**src/rtl/cavlc_pkg.sv**
```systemverilog
// CAVLC front-end shared types and constants.
// Zig-zag table maps scan index to raster position (row*4+col).
package cavlc_pkg;
  localparam int COEF_W = 8;
  localparam int TC_W = 5;
  localparam int ZZ_N = 16;

  typedef logic signed [COEF_W-1:0] coef_t;

  typedef enum logic [1:0] {
    IDLE,
    CALC,
    EMIT
  } state_e;

  localparam logic [3:0] ZZ_POS [ZZ_N] = '{
    4'd0, 4'd1, 4'd4, 4'd8,
    4'd5, 4'd2, 4'd3, 4'd6,
    4'd9, 4'd12, 4'd13, 4'd10,
    4'd7, 4'd11, 4'd14, 4'd15
  };
endpackage

```
**src/rtl/cavlc_stats.sv**
```systemverilog
// CAVLC block statistics over scan-ordered coefficients.
// Purely combinational: TotalCoeff, TrailingOnes, TotalZeros.
module cavlc_stats
  import cavlc_pkg::*;
(
  input  coef_t           z_i [ZZ_N],
  output logic [TC_W-1:0] total_coeff_o,
  output logic [1:0]      t1_cnt_o,
  output logic [2:0]      t1_flag_o,
  output logic [3:0]      total_zeros_o
);
  logic [TC_W-1:0] hi_plus1;
  logic            stop;

  always_comb begin
    total_coeff_o = '0;
    hi_plus1 = '0;
    t1_cnt_o = '0;
    t1_flag_o = '0;
    stop = 1'b0;
    for (int k = 0; k < ZZ_N; k++) begin
      if (z_i[k] != '0) begin
        total_coeff_o = total_coeff_o + 1'b1;
        hi_plus1 = TC_W'(k + 1);
      end
    end
    // a fourth +-1 or any larger magnitude ends the trailing-ones run
    for (int k = ZZ_N - 1; k >= 0; k--) begin
      if (z_i[k] != '0 && !stop) begin
        if ((z_i[k] == COEF_W'(1) || z_i[k] == '1)
            && t1_cnt_o != 2'd3) begin
          t1_flag_o[t1_cnt_o] = z_i[k][COEF_W-1];
          t1_cnt_o = t1_cnt_o + 1'b1;
        end else begin
          stop = 1'b1;
        end
      end
    end
    total_zeros_o = 4'(hi_plus1 - total_coeff_o);
  end
endmodule

```
**src/rtl/cavlc_top.sv**
```systemverilog
// CAVLC front end: capture, zig-zag, stats, and reverse-scan
// level/run_before stream for the bitstream packer.
module cavlc_top
  import cavlc_pkg::*;
(
  input  logic                     clk,
  input  logic                     rst,
  input  logic                     valid,
  input  logic signed [COEF_W-1:0] scale00_i,
  input  logic signed [COEF_W-1:0] scale01_i,
  input  logic signed [COEF_W-1:0] scale02_i,
  input  logic signed [COEF_W-1:0] scale03_i,
  input  logic signed [COEF_W-1:0] scale10_i,
  input  logic signed [COEF_W-1:0] scale11_i,
  input  logic signed [COEF_W-1:0] scale12_i,
  input  logic signed [COEF_W-1:0] scale13_i,
  input  logic signed [COEF_W-1:0] scale20_i,
  input  logic signed [COEF_W-1:0] scale21_i,
  input  logic signed [COEF_W-1:0] scale22_i,
  input  logic signed [COEF_W-1:0] scale23_i,
  input  logic signed [COEF_W-1:0] scale30_i,
  input  logic signed [COEF_W-1:0] scale31_i,
  input  logic signed [COEF_W-1:0] scale32_i,
  input  logic signed [COEF_W-1:0] scale33_i,
  output logic                     busy,
  output logic                     stats_valid,
  output logic [TC_W-1:0]          total_coeff,
  output logic [1:0]               trailing_ones_cnt,
  output logic [2:0]               trailing_ones_flag,
  output logic [3:0]               total_zero_cnt,
  output logic                     level_valid,
  output logic signed [COEF_W-1:0] level_o,
  output logic [3:0]               run_before_o,
  output logic                     level_last
);
  state_e          state_q, state_d;
  coef_t           raster [ZZ_N];
  coef_t           zz_in [ZZ_N];
  coef_t           coef_q [ZZ_N];
  coef_t           coef_d [ZZ_N];
  logic [4:0]      ptr_q, ptr_d;
  logic            sv_q, sv_d;
  logic [TC_W-1:0] tc_q, tc_d;
  logic [1:0]      t1c_q, t1c_d;
  logic [2:0]      t1f_q, t1f_d;
  logic [3:0]      tz_q, tz_d;
  logic            lv_q, lv_d;
  coef_t           lvl_q, lvl_d;
  logic [3:0]      run_q, run_d;
  logic            last_q, last_d;
  logic [TC_W-1:0] s_tc;
  logic [1:0]      s_t1c;
  logic [2:0]      s_t1f;
  logic [3:0]      s_tz;
  logic [3:0]      cur_idx, below_idx, run_w;
  logic            below_found;

  always_comb begin
    raster = '{scale00_i, scale01_i, scale02_i, scale03_i,
               scale10_i, scale11_i, scale12_i, scale13_i,
               scale20_i, scale21_i, scale22_i, scale23_i,
               scale30_i, scale31_i, scale32_i, scale33_i};
    for (int k = 0; k < ZZ_N; k++) zz_in[k] = raster[ZZ_POS[k]];
  end

  cavlc_stats u_stats (
    .z_i           (coef_q),
    .total_coeff_o (s_tc),
    .t1_cnt_o      (s_t1c),
    .t1_flag_o     (s_t1f),
    .total_zeros_o (s_tz)
  );

  // highest non-zero below the pointer, and the next one below that
  always_comb begin
    cur_idx = '0;
    below_idx = '0;
    below_found = 1'b0;
    for (int k = 0; k < ZZ_N; k++)
      if (coef_q[k] != '0 && 5'(k) < ptr_q) cur_idx = 4'(k);
    for (int k = 0; k < ZZ_N; k++)
      if (coef_q[k] != '0 && 4'(k) < cur_idx) begin
        below_idx = 4'(k);
        below_found = 1'b1;
      end
    run_w = below_found ? cur_idx - below_idx - 4'd1 : cur_idx;
  end

  always_ff @(posedge clk) begin
    if (rst) begin
      state_q <= IDLE;
      coef_q <= '{default: '0};
      ptr_q <= '0;
      sv_q <= 1'b0;
      tc_q <= '0;
      t1c_q <= '0;
      t1f_q <= '0;
      tz_q <= '0;
      lv_q <= 1'b0;
      lvl_q <= '0;
      run_q <= '0;
      last_q <= 1'b0;
    end else begin
      state_q <= state_d;
      coef_q <= coef_d;
      ptr_q <= ptr_d;
      sv_q <= sv_d;
      tc_q <= tc_d;
      t1c_q <= t1c_d;
      t1f_q <= t1f_d;
      tz_q <= tz_d;
      lv_q <= lv_d;
      lvl_q <= lvl_d;
      run_q <= run_d;
      last_q <= last_d;
    end
  end

  always_comb begin
    state_d = state_q;
    case (state_q)
      IDLE: if (valid) state_d = CALC;
      CALC: state_d = (s_tc != '0) ? EMIT : IDLE;
      EMIT: if (last_q) state_d = IDLE;
      default: state_d = IDLE;
    endcase
  end

  always_comb begin
    coef_d = coef_q;
    ptr_d = ptr_q;
    sv_d = 1'b0;
    tc_d = tc_q;
    t1c_d = t1c_q;
    t1f_d = t1f_q;
    tz_d = tz_q;
    lv_d = 1'b0;
    lvl_d = '0;
    run_d = '0;
    last_d = 1'b0;
    case (state_q)
      IDLE: if (valid) coef_d = zz_in;
      CALC: begin
        sv_d = 1'b1;
        tc_d = s_tc;
        t1c_d = s_t1c;
        t1f_d = s_t1f;
        tz_d = s_tz;
        ptr_d = 5'd16;
      end
      EMIT: if (!last_q) begin
        lv_d = 1'b1;
        lvl_d = coef_q[cur_idx];
        run_d = run_w;
        last_d = !below_found;
        ptr_d = {1'b0, cur_idx};
      end
      default: ;
    endcase
  end

  assign busy = (state_q != IDLE);
  assign stats_valid = sv_q;
  assign total_coeff = tc_q;
  assign trailing_ones_cnt = t1c_q;
  assign trailing_ones_flag = t1f_q;
  assign total_zero_cnt = tz_q;
  assign level_valid = lv_q;
  assign level_o = lvl_q;
  assign run_before_o = run_q;
  assign level_last = last_q;
endmodule

```
**config.mk**
```make
export PLATFORM = sky130hd
export DESIGN_NAME = cavlc_top
export DESIGN_NICKNAME = d
export VERILOG_FILES = /design/src/rtl/cavlc_pkg.sv /design/src/rtl/cavlc_stats.sv /design/src/rtl/cavlc_top.sv
export SDC_FILE = /design/constraint.sdc
export NUM_CORES = 1
export LEC_CHECK = 0
export BUFFER_PORTS_ARGS = -buffer_cell sky130_fd_sc_hd__buf_2
export CAP_MARGIN = 20
export CORE_AREA = 2 2 155 157
export CTS_CLUSTER_DIAMETER = 50
export CTS_CLUSTER_SIZE = 28
export DETAILED_ROUTE_END_ITERATION = 8
export DIE_AREA = 0 0 157 159
export HOLD_SLACK_MARGIN = 0.05
export PLACE_DENSITY = 0.78
export SLEW_MARGIN = 5
export SYNTH_ARGS = -nofsm -noshare
export SYNTH_HDL_FRONTEND = slang
export SYNTH_HIERARCHICAL = 1
export SYNTH_SLANG_ARGS = --single-unit
```
**constraint.sdc**
```tcl
create_clock -name clk -period 12.1 [get_ports clk]
set_input_delay 1.21 -clock clk [delete_from_list [all_inputs] [get_ports clk]]
set_output_delay 1.21 -clock clk [all_outputs]
set_load 0.02 [all_outputs]
```
==> run summary <==
Crit path kind -> reg -> reg
Core ar. -> 23200 µm²
Mapped Nets -> 1912
CP endpoint kind -> flop
Synth Area in Simple Gates -> 31.6%
Worst hold path class -> reg -> reg
I/O Buffers -> 160
Status -> finished, final reports clean
Layout cells sized above 1 -> 15.5%
Max_slew headroom -> 31.0%
Mean Syn Cell Area -> 7.21 µm²
CTS tree -> built
Mapped Area -> 12600 µm²
Synth Area in XOR/XNOR -> 4.30%
DRC -> 0
Initial DRC count -> 1497
Synth top area cells -> dfxtp_1, nand2_1, a21oi_1
Htree depth -> 4
CP max FO -> 8
Vias in the first global route -> 12400
Fin Clk Skew -> 11.3 ps
Layout net count -> 2008
Initial antenna violation count -> 0
Worst Setup SP -> coef_q[127]
Initial Utilization -> 54.3%
Via count -> 13500
Die ar. -> 25000 µm²
Endpoints failing setup -> 0
Ys flop type -> dfxtp_1
Reg2reg start -> coef_q[127]
Num CTS Buffers -> 17
DP Wirelength -> 29.7 mm
Post-synthesis sequential area ratio -> 26.1%
Max-cap violations -> 0
Synthesized instance count -> 1746
CP Data Arrival Time -> 11490 ps
Post-layout minimum cycle time -> 11200 ps
Setup TNS -> 0 ps
Top cell type's share of synthesized area -> 26.1%
Clock latency on the worst-skew pair -> 440 ps
Top post-synthesis cells by count -> nand2_1, a21oi_1, dfxtp_1
Initial DRT Pass Iterations -> 9
Die Wd -> 157 µm
Global-route wire length before repair -> 63.6 mm
Synth warn -> 6
Max clock buf depth -> 2
Final hold violation count -> 0
Syn-to-layout area delta -> 11.8%
Compound-Gate Fraction of Synth Area -> 22.2%
Post-synthesis mux area share -> 7.75%
Clock transition at path regs -> 70 ps
Slew @ Worst Pin -> 1030 ps
EDFF count, synth -> 0
Routed Antenna Nets -> 0
CP max-delay cell -> or4_1
CTS Sinks -> 164
Largest area contributor in the netlist -> dfxtp_1
Hold-fix buffers, CTS -> 0
Top cell by count, worst path -> ha_1
Die H -> 159 µm
Crit path required time -> 12390 ps
Synth Area in Adders -> 3.60%
WL/cell -> 18.2 µm
Total gr overflow -> 0
CTS-repair resized insts -> 0
Fmax -> 89.3 MHz
Vias per cell -> 6.20
Synth async-reset ratio -> 0%
Hold Startpoint -> total_coeff[1]
Final WL -> 39.6 mm
CP peak stage delay -> 510 ps
All-Layer GR Usage -> 31.4%
Placer Congestion -> 0.964
Post-CTS setup buffers -> 0
Antenna Cells -> 0
Post-synth cell types -> 110
Cell with the most instances after synthesis -> nand2_1
FF+latch count, synth -> 164
Unrepaired setup endpoints after global routing -> false
Largest family of logic cells by synthesized area -> simple AND/OR/NAND/NOR gates
Largest net degree at the start of global routing -> 91
Rows -> 56
Root Driver -> clkbuf_16
I/O pins -> 161
Startpoint Class -> flop
Slew Viols, Final -> 0
Final worst path period share -> 92.6%
## placed cells by master (no fill, tap or decap), types with 20 or more instances in the layout
cell and count:
nand2_1 431, a21oi_1 216, nor3_1 28, mux2_2 20, nor2_1 77, inv_1 41
buf_2 159, xor2_1 20, nand3_1 81, nor2b_1 23, nor4_1 48, nand4_1 31
mux2i_1 71, ha_1 33, o21ai_0 56, xnor2_1 30, dfxtp_1 164
## through the flow
step                hold WS, ps  std cells  cell area, µm²  setup WS (ps)  util (%)
floorplan                   464       1746           12600           2210         -
global placement            439       2142           13500           1480      58.1
detailed placement          446       2142           13500           1070      58.1
CTS                         456       2174           14100           1020      60.7
global route                478       2174           14100            303      60.7
finish                      452       2174           14100            901      60.7
## sequential cells by signal, indices dropped and copies added (netlist names)
signal	count
total_zero_cnt	4
trailing_ones_cnt	2
state_q	2
coef_q	128
ptr_q	5
total_coeff	5
trailing_ones_flag	3
level_o	8
level_last	1
run_before_o	4
level_valid	1
stats_valid	1
## final timing paths
path,to,depth (start not counted),slack [ps]
setup reg to reg,total_zero_cnt[3],51,900
hold / removal,total_coeff[1],2,450
hold reg to reg,total_coeff[1],2,450
setup / recovery,total_zero_cnt[3],51,900
## final cells by class
type	count	area, µm²
clock buffers	19	443
clock inverters	13	161
fillers	2125	9110
inverters	45	169
multi-input cells	1446	8760
flip-flops and latches	164	3280
well taps	319	399
repair buffers	168	863
## worst max-delay path, delay by kind of cell, from the launching register on
kind | cells | cell delay [ps]
AND/OR/NAND/NOR | 9 | 1460
flip-flops | 1 | 380
XOR/XNOR | 5 | 880
adder cells (fa/ha/maj) | 15 | 4400
buffers and inverters | 6 | 500
multiplexers | 10 | 2470
AO/OA/AOI/OAI | 6 | 940
## kinds of logic after synthesis
logic type                 Yosys count
xor gates and xnor gates            56
and+or+nand+nor                    825
AOI/OAI and AO/OA                  436
adders and majority gates           35
muxes                               94
buffers and inverters              136
DFF                                164
## per-layer routing
| metal | GRT usage [%] | routed length [µm] |
|---|---|---|
| met1 | 42.5 | 17000 |
| met2 | 50.2 | 18000 |
| met3 | 4.74 | 3160 |
| met4 | 12.2 | 1430 |
| met5 | 0 | 0 |
Power is left out: the tool's default activity adds up to more than one toggle a clock period on the data nets, which glitch-free logic cannot reach.
